`config.mk`:
```
export PLATFORM = sky130hd
export DESIGN_NAME = jk_bank_sequencer
export DESIGN_NICKNAME = d
export VERILOG_FILES = /design/src/rtl/jk_bank_sequencer_pkg.sv /design/src/rtl/jk_bank_sequencer_rr_arbiter.sv /design/src/rtl/jk_bank_sequencer.sv
export SDC_FILE = /design/constraint.sdc
export NUM_CORES = 1
export LEC_CHECK = 0
export CAP_MARGIN = 15
export CORE_ASPECT_RATIO = 0.8
export CORE_MARGIN = 2
export CORE_UTILIZATION = 50
export CTS_BUF_LIST = sky130_fd_sc_hd__clkbuf_8
export DETAILED_ROUTE_END_ITERATION = 7
export PLACE_DENSITY = 0.86
export SLEW_MARGIN = 20
export SYNTH_ARGS = -nofsm -noshare
export SYNTH_HDL_FRONTEND = slang
export SYNTH_SLANG_ARGS = --single-unit
export TNS_END_PERCENT = 5
```
`constraint.sdc`:
```
create_clock -name clk -period 6.6 [get_ports clk]
set_clock_uncertainty 0.2 [all_clocks]
set_input_delay 1.32 -clock clk [delete_from_list [all_inputs] [get_ports clk]]
set_output_delay 1.32 -clock clk [all_outputs]
set_load 0.05 [all_outputs]
```
`src/rtl/jk_bank_sequencer_pkg.sv`:
```
`default_nettype none
// ============================================================================
//  Module      : jk_pkg
//  Description : Shared definitions for the JK bank sequencer: op encodings,
//                sequencer state type and the op -> {J,K} decode.
//  Revision    : 1.0  initial release
// ============================================================================
package jk_pkg;

  localparam logic [1:0] OP_HOLD   = 2'b00;
  localparam logic [1:0] OP_CLR    = 2'b01;
  localparam logic [1:0] OP_SET    = 2'b10;
  localparam logic [1:0] OP_TOGGLE = 2'b11;

  typedef enum logic [1:0] {
    ST_INIT   = 2'd0,
    ST_IDLE   = 2'd1,
    ST_DRIVE  = 2'd2,
    ST_SAMPLE = 2'd3
  } state_t;

  // Returns {J,K} for one flop.
  function automatic logic [1:0] op_to_jk(input logic [1:0] op);
    logic [1:0] jk;
    jk = 2'b00;
    case (op)
      OP_HOLD:   jk = 2'b00;
      OP_CLR:    jk = 2'b01;
      OP_SET:    jk = 2'b10;
      OP_TOGGLE: jk = 2'b11;
      default:   jk = 2'b00;
    endcase
    return jk;
  endfunction

endpackage
`default_nettype wire

```
`src/rtl/jk_bank_sequencer_rr_arbiter.sv`:
```
`default_nettype none
// ============================================================================
//  Module      : rr_arbiter
//  Description : Combinational round-robin arbiter. Searches req upward from
//                ptr with wrap-around and grants the first set bit.
//  Ports       : req    in  N     request vector
//                ptr    in  ID_W  highest-priority index
//                gnt    out N     one-hot grant (zero when no request)
//                gnt_id out ID_W  index of the granted request
//  Revision    : 1.0  initial release
// ============================================================================
module rr_arbiter #(
  parameter int N    = 4,
  parameter int ID_W = 2
) (
  input  logic [N-1:0]    req,
  input  logic [ID_W-1:0] ptr,
  output logic [N-1:0]    gnt,
  output logic [ID_W-1:0] gnt_id
);

  always_comb begin
    int  cand;
    logic found;
    gnt    = '0;
    gnt_id = '0;
    found  = 1'b0;
    cand   = 0;
    // k is the distance from ptr; the first requester at the smallest
    // distance wins.
    for (int k = 0; k < N; k++) begin
      cand = int'(ptr) + k;
      if (cand >= N) cand = cand - N;
      for (int i = 0; i < N; i++) begin
        if (!found && (i == cand) && req[i]) begin
          found  = 1'b1;
          gnt[i] = 1'b1;
          gnt_id = ID_W'(i);
        end
      end
    end
  end

endmodule
`default_nettype wire

```
`src/rtl/jk_bank_sequencer.sv`:
```
`default_nettype none
// ============================================================================
//  Module      : jk_bank_sequencer
//  Description : Shares one bank of JK flops among several requesters. A
//                round-robin grant selects one request; its bit is driven for
//                one cycle, the resulting Q is sampled and returned.
//  Ports       : clk, rst_n         clock / async active-low reset
//                req_valid/op/idx   per-requester request (packed)
//                req_ready          one-hot grant (accept = valid & ready)
//                jk_j, jk_k         registered J/K drive to the bank
//                bank_q             Q outputs of the bank
//                rsp_valid/id/q/err response (valid is a one-cycle pulse)
//                busy               high whenever the sequencer is not idle
//  Revision    : 1.0  initial release
// ============================================================================
module jk_bank_sequencer
  import jk_pkg::*;
#(
  parameter int N_FF  = 8,
  parameter int N_REQ = 4,
  parameter int IDX_W = $clog2(N_FF),
  parameter int ID_W  = (N_REQ > 1) ? $clog2(N_REQ) : 1
) (
  input  logic                   clk,
  input  logic                   rst_n,
  input  logic [N_REQ-1:0]       req_valid,
  input  logic [2*N_REQ-1:0]     req_op,
  input  logic [IDX_W*N_REQ-1:0] req_idx,
  output logic [N_REQ-1:0]       req_ready,
  output logic [N_FF-1:0]        jk_j,
  output logic [N_FF-1:0]        jk_k,
  input  logic [N_FF-1:0]        bank_q,
  output logic                   rsp_valid,
  output logic [ID_W-1:0]        rsp_id,
  output logic                   rsp_q,
  output logic                   rsp_err,
  output logic                   busy
);

  state_t            state_q,  state_d;
  logic [ID_W-1:0]   rr_ptr_q, rr_ptr_d;
  logic [ID_W-1:0]   id_q,     id_d;
  logic [IDX_W-1:0]  idx_q,    idx_d;
  logic              err_q,    err_d;
  logic [N_FF-1:0]   jk_j_q,   jk_j_d;
  logic [N_FF-1:0]   jk_k_q,   jk_k_d;
  logic              rsp_valid_q, rsp_valid_d;
  logic [ID_W-1:0]   rsp_id_q,    rsp_id_d;
  logic              rsp_q_q,     rsp_q_d;
  logic              rsp_err_q,   rsp_err_d;

  logic [1:0]        op_arr  [N_REQ];
  logic [IDX_W-1:0]  idx_arr [N_REQ];
  logic [N_REQ-1:0]  gnt;
  logic [ID_W-1:0]   gnt_id;

  for (genvar g = 0; g < N_REQ; g++) begin : g_unpack
    assign op_arr[g]  = req_op[2*g +: 2];
    assign idx_arr[g] = req_idx[IDX_W*g +: IDX_W];
  end

  rr_arbiter #(
    .N    (N_REQ),
    .ID_W (ID_W)
  ) u_arb (
    .req    (req_valid),
    .ptr    (rr_ptr_q),
    .gnt    (gnt),
    .gnt_id (gnt_id)
  );

  assign req_ready = (state_q == ST_IDLE) ? gnt : '0;

  always_comb begin
    logic [1:0] jk_sel;
    logic       hit;
    logic       q_sel;
    state_d     = state_q;
    rr_ptr_d    = rr_ptr_q;
    id_d        = id_q;
    idx_d       = idx_q;
    err_d       = err_q;
    jk_j_d      = '0;
    jk_k_d      = '0;
    rsp_valid_d = 1'b0;
    rsp_id_d    = rsp_id_q;
    rsp_q_d     = rsp_q_q;
    rsp_err_d   = rsp_err_q;
    jk_sel      = op_to_jk(op_arr[gnt_id]);
    hit         = 1'b0;
    q_sel       = 1'b0;

    case (state_q)
      ST_INIT: begin
        // Reset leaves jk_k at zero, so the first INIT edge loads the clear
        // pattern; once it has been presented for a cycle, move on.
        if (jk_k_q == '1) begin
          state_d = ST_IDLE;
        end else begin
          jk_k_d = '1;
        end
      end
      ST_IDLE: begin
        if (|req_ready) begin
          id_d     = gnt_id;
          idx_d    = idx_arr[gnt_id];
          rr_ptr_d = (gnt_id == ID_W'(N_REQ - 1)) ? '0 : gnt_id + 1'b1;
          // The drive is registered here so it is visible during DRIVE. An
          // index that matches no flop leaves the bank untouched.
          for (int b = 0; b < N_FF; b++) begin
            if (idx_arr[gnt_id] == IDX_W'(b)) begin
              hit       = 1'b1;
              jk_j_d[b] = jk_sel[1];
              jk_k_d[b] = jk_sel[0];
            end
          end
          err_d   = ~hit;
          state_d = ST_DRIVE;
        end
      end
      ST_DRIVE: begin
        state_d = ST_SAMPLE;
      end
      ST_SAMPLE: begin
        for (int b = 0; b < N_FF; b++) begin
          if (idx_q == IDX_W'(b)) q_sel = bank_q[b];
        end
        rsp_valid_d = 1'b1;
        rsp_id_d    = id_q;
        rsp_err_d   = err_q;
        rsp_q_d     = err_q ? 1'b0 : q_sel;
        state_d     = ST_IDLE;
      end
      default: state_d = ST_INIT;
    endcase
  end

  always_ff @(posedge clk or negedge rst_n) begin
    if (!rst_n) begin
      state_q     <= ST_INIT;
      rr_ptr_q    <= '0;
      id_q        <= '0;
      idx_q       <= '0;
      err_q       <= 1'b0;
      jk_j_q      <= '0;
      jk_k_q      <= '0;
      rsp_valid_q <= 1'b0;
      rsp_id_q    <= '0;
      rsp_q_q     <= 1'b0;
      rsp_err_q   <= 1'b0;
    end else begin
      state_q     <= state_d;
      rr_ptr_q    <= rr_ptr_d;
      id_q        <= id_d;
      idx_q       <= idx_d;
      err_q       <= err_d;
      jk_j_q      <= jk_j_d;
      jk_k_q      <= jk_k_d;
      rsp_valid_q <= rsp_valid_d;
      rsp_id_q    <= rsp_id_d;
      rsp_q_q     <= rsp_q_d;
      rsp_err_q   <= rsp_err_d;
    end
  end

  assign jk_j      = jk_j_q;
  assign jk_k      = jk_k_q;
  assign rsp_valid = rsp_valid_q;
  assign rsp_id    = rsp_id_q;
  assign rsp_q     = rsp_q_q;
  assign rsp_err   = rsp_err_q;
  assign busy      = (state_q != ST_IDLE);

endmodule
`default_nettype wire

```
**After elaboration in Yosys (flattened, before gate mapping)**

Cells that the tools add are included.

- Register bits after elaboration: 31
- Bits in writable memories: 0
- Output and inout bits: 26
- Word-level logic and storage cells: 222
- Bits of input ports: 34
- Memories kept: 0
- ROM bits: 0
- Bits in latches: 0

- $lt $le $gt $ge: 5
- Mux-type cells: 102
- Equal/unequal tests: 37
- Shift operators: 0
- Multiply operators: 0
- Reductions and logical operators: 57
- Div/mod/pow operators: 0
- Bitwise logic cells: 2
- Add/sub/neg operators: 8

Operators with widths:

| operator | number |
|---|---|
| 3-bit by 32-bit equality test with 1-bit output, first input constant | 8 |
| 2-bit by 32-bit equality test with 1-bit output, first input constant | 4 |
| 32-bit logical NOT | 4 |
| 32-bit 2-to-1 mux | 4 |
| 32-bit by 4-bit greater-or-equal comparator with 1-bit output, second input constant | 3 |
| 32-bit by 4-bit subtractor with 32-bit output, second input constant | 3 |
| 1-bit 2-to-1 mux | 67 |
| 2-bit 2-to-1 mux | 19 |
| 8-bit 2-to-1 mux | 4 |
| 1-bit logical AND | 31 |
| 3-bit equality test, second input constant | 8 |
| 2-bit one-hot mux with 4 select lines | 2 |
| 8-bit one-hot mux with 2 select lines | 1 |
| 1-bit logical NOT | 15 |
| 3-bit by 2-bit equality test with 1-bit output, second input constant | 4 |
| 2-bit equality test, second input constant | 5 |
| 8-bit equality test, second input constant | 1 |
| 2-bit by 2-bit adder with 3-bit output, second input constant | 2 |
| 3-bit binary-select mux with 2-bit select | 1 |
| 3-bit by 1-bit equality test with 1-bit output, second input constant | 2 |
| 3-bit logical NOT | 2 |
| 3-bit 2-to-1 mux | 2 |
| 2-bit binary-select mux with 2-bit select | 1 |
| 2-bit by 1-bit equality test with 1-bit output, second input constant | 2 |
| 13 further kinds | 16 |

**Logic depth before layout (Yosys ltp)**

- Depth after elaboration: 81
- Gate-level depth with buffers: 9

**By module**

A second synthesis with hierarchy kept.

- Cell total of the unflattened synthesis: 142
- Area, all modules: 1581.5 um^2

By module, submodules not included:

| module | sequential area each (um^2) | instances | cells an instance | area each (um^2) |
|---|---|---|---|---|
| jk_bank_sequencer | 775.7 | 1 | 114 | 1392.6 |
| rr_arbiter | 0.0 | 1 | 28 | 188.9 |

**Worst setup path before layout**

OpenSTA, ideal clock, no wires.

- Path kind: input to output
- Start point: input port req_valid[0]
- End point: output port req_ready[3]
- Data required time: 5.080 ns
- Path buffers: 1
- Stages on the path: 4
- Path slack: 2.760 ns
- Arrival time: 2.320 ns
- Path through: buf_2 -> a21oi_1 -> nor2_1 -> nor2_1

- Cells in the longest elaborated chain, start to end: 63
- Elaborated cells between the ends (all ways): 66
- Those cells by class: mux: 20; reduce/logical: 46

RTL lines:

| element | line | source |
|---|---|---|
| start: declaration | jk_bank_sequencer.sv:26 | `input logic [N_REQ-1:0] req_valid,` |
| 1-bit logical AND | jk_bank_sequencer_rr_arbiter.sv:35 | `if (!found && (i == cand) && req[i]) begin` |
| 1-bit 2-to-1 mux | jk_bank_sequencer_rr_arbiter.sv:35 |  |
| 1-bit logical NOT | jk_bank_sequencer_rr_arbiter.sv:35 |  |
| 1-bit logical AND (2 in a row) | jk_bank_sequencer_rr_arbiter.sv:35 |  |
| 1-bit 2-to-1 mux | jk_bank_sequencer_rr_arbiter.sv:35 |  |
| 1-bit logical NOT | jk_bank_sequencer_rr_arbiter.sv:35 |  |
| 1-bit logical AND (2 in a row) | jk_bank_sequencer_rr_arbiter.sv:35 |  |
| 1-bit 2-to-1 mux | jk_bank_sequencer_rr_arbiter.sv:35 |  |
| (+43 left out) | -- |  |
| 1-bit 2-to-1 mux | jk_bank_sequencer_rr_arbiter.sv:35 |  |
| 1-bit logical NOT | jk_bank_sequencer_rr_arbiter.sv:35 |  |
| 1-bit logical AND (2 in a row) | jk_bank_sequencer_rr_arbiter.sv:35 |  |
| 1-bit 2-to-1 mux | jk_bank_sequencer_rr_arbiter.sv:35 |  |
| 1-bit logical NOT | jk_bank_sequencer_rr_arbiter.sv:35 |  |
| 1-bit logical AND (2 in a row) | jk_bank_sequencer_rr_arbiter.sv:35 |  |
| 1-bit 2-to-1 mux * | jk_bank_sequencer_rr_arbiter.sv:35 |  |
| 4-bit 2-to-1 mux * | jk_bank_sequencer.sv:72 | `assign req_ready = (state_q == ST_IDLE) ? gnt : '0;` |
| end: declaration | jk_bank_sequencer.sv:29 | `output logic [N_REQ-1:0] req_ready,` |

Every way passes the cells marked *; elsewhere a longest branch is shown, timed or not.

**Final worst setup path**

- Start point: input port req_valid[3]
- End point: output port req_ready[2]

- Cells in the longest elaborated chain, start to end: 47
- Elaborated cells between the ends (all ways): 49
- Those cells by class: mux: 15; reduce/logical: 34

RTL lines:

| element | line |
|---|---|
| 1-bit logical AND | jk_bank_sequencer_rr_arbiter.sv:35 |
| 1-bit 2-to-1 mux | jk_bank_sequencer_rr_arbiter.sv:35 |
| 1-bit logical NOT | jk_bank_sequencer_rr_arbiter.sv:35 |
| 1-bit logical AND (2 in a row) | jk_bank_sequencer_rr_arbiter.sv:35 |
| 1-bit 2-to-1 mux | jk_bank_sequencer_rr_arbiter.sv:35 |
| 1-bit logical NOT | jk_bank_sequencer_rr_arbiter.sv:35 |
| 1-bit logical AND (2 in a row) | jk_bank_sequencer_rr_arbiter.sv:35 |
| 1-bit 2-to-1 mux | jk_bank_sequencer_rr_arbiter.sv:35 |
| (+27 left out) | -- |
| 1-bit 2-to-1 mux | jk_bank_sequencer_rr_arbiter.sv:35 |
| 1-bit logical NOT | jk_bank_sequencer_rr_arbiter.sv:35 |
| 1-bit logical AND (2 in a row) | jk_bank_sequencer_rr_arbiter.sv:35 |
| 1-bit 2-to-1 mux | jk_bank_sequencer_rr_arbiter.sv:35 |
| 1-bit logical NOT | jk_bank_sequencer_rr_arbiter.sv:35 |
| 1-bit logical AND (2 in a row) | jk_bank_sequencer_rr_arbiter.sv:35 |
| 1-bit 2-to-1 mux * | jk_bank_sequencer_rr_arbiter.sv:35 |
| 4-bit 2-to-1 mux * | jk_bank_sequencer.sv:72 |

Marked as above.

==> flow_metrics.tcl <==
set metrics [dict create \
    status "finished, final reports clean" \
    synthCells 163 \
    syn_to_final_growth_pct 38.83 \
    cts_resized 0 \
    cts.sinks 31 \
    rrSetupSlack_ns 3.73 \
    cts_tree "yes" \
    drt_iter0_markers 120 \
    place_ws_ns 1.734 \
    diodes 0 \
    die-width_um 70.08 \
    clock-root-buffer "clkbuf_8" \
    synthesis.nets 201 \
    critPathLaunch "req_valid[3]" \
    antenna_found_initial 0 \
    drive_above_1_share 0.1300 \
    vias 1574 \
    synth_top_cell_area_share 0.4441 \
    io_pins 60 \
    post-cts-setup-buffers 0 \
    endpoint "req_ready[2]" \
    hpwl_um 3460 \
    grt_usage 0.2399 \
    fmax_ghz 0.2043 \
    ys.flop_type "dfrtp_1" \
    drc 0 \
    fp-row-count 19 \
    cts-buffers-inserted 5 \
    first_pass_iters 4 \
    synth_cell_types 50 \
    fin_ws_ns 1.706 \
    r2r_cells 6 \
    hp-class "reg2reg" \
    avgSynthCellArea_sq_um 10.72 \
    setup_viol 0 \
    fill_cells 261 \
    min_period_ns 4.894 \
    worst-path-max-fanout 9 \
    coreArea_sq_um 3400 \
    initial_core_util 0.5138 \
    ys.warnings.count 0 \
    vdd_drop_max_uv 382.6 \
    crit_path_start_kind "input pin" \
    die_h_um 56.87 \
    fin_crit_sh 0.7415 \
    leakage_uw 0.001024 \
    cp_slowest_stage_delay_ns 0.83 \
    final_nets 261 \
    grt_pass1_vias 1526 \
    clk_path_buf_depth 2 \
    final-hold-violation-count 0 \
    crit_chain "clkdlybuf4s50_1 -> nor2_1 -> nor2_1 -> o22ai_1 -> and3_1 -> clkdlybuf4s50_1" \
    yosysTopAreaCell "dfrtp_1" \
    worstPathRequired_ns 5.08 \
    gp_congestion 0.8196 \
    seq_area_frac_synth 0.4441 \
    port_buffers 59 \
    drv_cap 0 \
    vias_per_cell 5.940 \
    r2r-start "rr_ptr_q[1]" \
    grt_pass1_wl_um 7369 \
    drtAntennaViolNets 0 \
    overflow 0 \
    dieArea_sq_um 3985 \
    wl_per_cell_um 17.06 \
    drv_slew 0 \
    clkLatencyLatePin_ns 0.28 \
    cts_hold_buffers 0 \
    setup_tns_ns 0 \
    rsz0062_at_grt "no" \
    worstPathArrival_ns 3.37 \
    cellPowerDensity_nw_per_um2 449.0 \
    place_area_sq_um 2337 \
    path_clk_slew_ns 0.06 \
    wl_um 4520 \
    slew_headroom 0.4848 \
    tightest_slew_ns 0.7687 \
    synth.cell_area_sq_um 1747 \
    criticalPathCategory "in2out" \
    synth-seq-cells 31 \
    synth_edf_count 0 \
    async_flop_share 1.000 \
    htree_levels 2 \
    fin_area_sq_um 2425 \
    r2r_end "jk_k[5]" \
    cp-end-kind "output port" \
    synth_area_leaders "dfrtp_1 44%, mux2_2 3.9%, o41ai_1 3.0%, a21oi_1 2.9%, ha_1 2.9%" \
    cp_slowest_cell "clkdlybuf4s50_1" \
    grt_max_degree 32 \
]
[power by group]
part	switching, uW	total [uW]	internal, uW
Sequential	55.7	310	255
Clock	66.4	148	81.6
Combinational	398	630	233
[critical path: cells and delay by family]
| kind | cells | cell delay [ns] |
|---|---|---|
| buffers and inverters | 2 | 1.39 |
| and+or+nand+nor | 3 | 0.55 |
| AOI/OAI and AO/OA | 1 | 0.12 |
[cells by family (layout without fill, tap and decap cells)]
kind of cell | count (synthesis) | after routing | synth area share
AO/OA/AOI/OAI | 52 | 52 | 0.2242
AND/OR/NAND/NOR | 53 | 53 | 0.1762
adder cells (fa/ha/maj) | 4 | 4 | 0.02865
multiplexers | 11 | 11 | 0.08166
flip-flops | 31 | 31 | 0.4441
buffers and inverters | 12 | 72 | 0.04512
[Yosys cell counts, types with 2 or more instances]
library cell,n
ha_1,4
o22ai_1,3
mux2_2,6
o31a_1,2
o21a_1,2
nand2b_1,2
mux4_2,2
o31ai_1,3
a211oi_2,2
o41ai_1,6
buf_2,3
o21ai_0,5
dfrtp_1,31
a211o_1,2
nor2_1,11
nor4_1,8
nand2_1,12
nor2b_1,2
nand3_1,2
a21oi_1,10
a21oi_2,2
a22o_1,3
o21ai_1,2
nand4_1,3
mux2i_1,3
and3_1,2
inv_1,4
buf_6,4
[per-stage QoR]
| step | hold slack (ns) | instances | utilization | power, uW |
|---|---|---|---|---|
| after floorplan | 0.2444 | 163 | - | 762.5 |
| after global placement | 0.2637 | 258 | 0.6875 | 920.9 |
| after detailed placement | 0.3027 | 258 | 0.6875 | 938.4 |
| after CTS | 0.3158 | 265 | 0.7133 | 1087 |
| after global routing | 0.3291 | 265 | 0.7133 | 1156 |
| final | 0.3135 | 265 | 0.7133 | 1089 |
[state kept, by name, summed over array words and instances, names as in the netlist, 2 cells and up]
register  flops
jk_j          8
rsp_id        2
idx_q         3
id_q          2
state_q       2
rr_ptr_q      2
jk_k          8
[area by class of cell]
type                            count  area (sq um)  share of cell area
Clock buffer                        6         82.58             0.03406
Clock inverter                      1         5.005            0.002064
Inverter                            5         18.77            0.007740
Multi-Input combinational cell    120         892.1              0.3679
Sequential cell                    31         775.7              0.3199
Tap cell                           42         52.55             0.02167
Timing Repair Buffer               60         598.1              0.2466
[placed cells by master (no fill, tap or decap), types with 3 or more instances in the layout]
master and count:
dfrtp_1 31, o22ai_1 3, mux2_2 6, clkdlybuf4s50_1 59, nor4_1 8, nor2_1 11
a21oi_1 10, nand2_1 12, o41ai_1 6, ha_1 4, o21ai_0 5, inv_1 4
nand4_1 3, clkbuf_8 6, o31ai_1 3, a22o_1 3, mux2i_1 3
[worst min path at each step]
stage	from	endpoint	slack, ns	cells past startpoint
detailed placement	id_q[1]	id_q[1]	0.30	1
finish	id_q[1]	id_q[1]	0.31	1
floorplan	id_q[0]	id_q[0]	0.24	2
CTS	id_q[1]	id_q[1]	0.32	1
global placement	id_q[0]	id_q[0]	0.26	2
global route	id_q[1]	id_q[1]	0.33	1
[metal layers]
layer,up-vias,GRT usage,part of all wire
met5,-,0,0
met4,0,0.05769,0.016
met3,14,0.05925,0.061
met2,69,0.4231,0.49
met1,748,0.2973,0.43
li1,743,-,-
No activity file was read; power rests on OpenSTA's default activity.
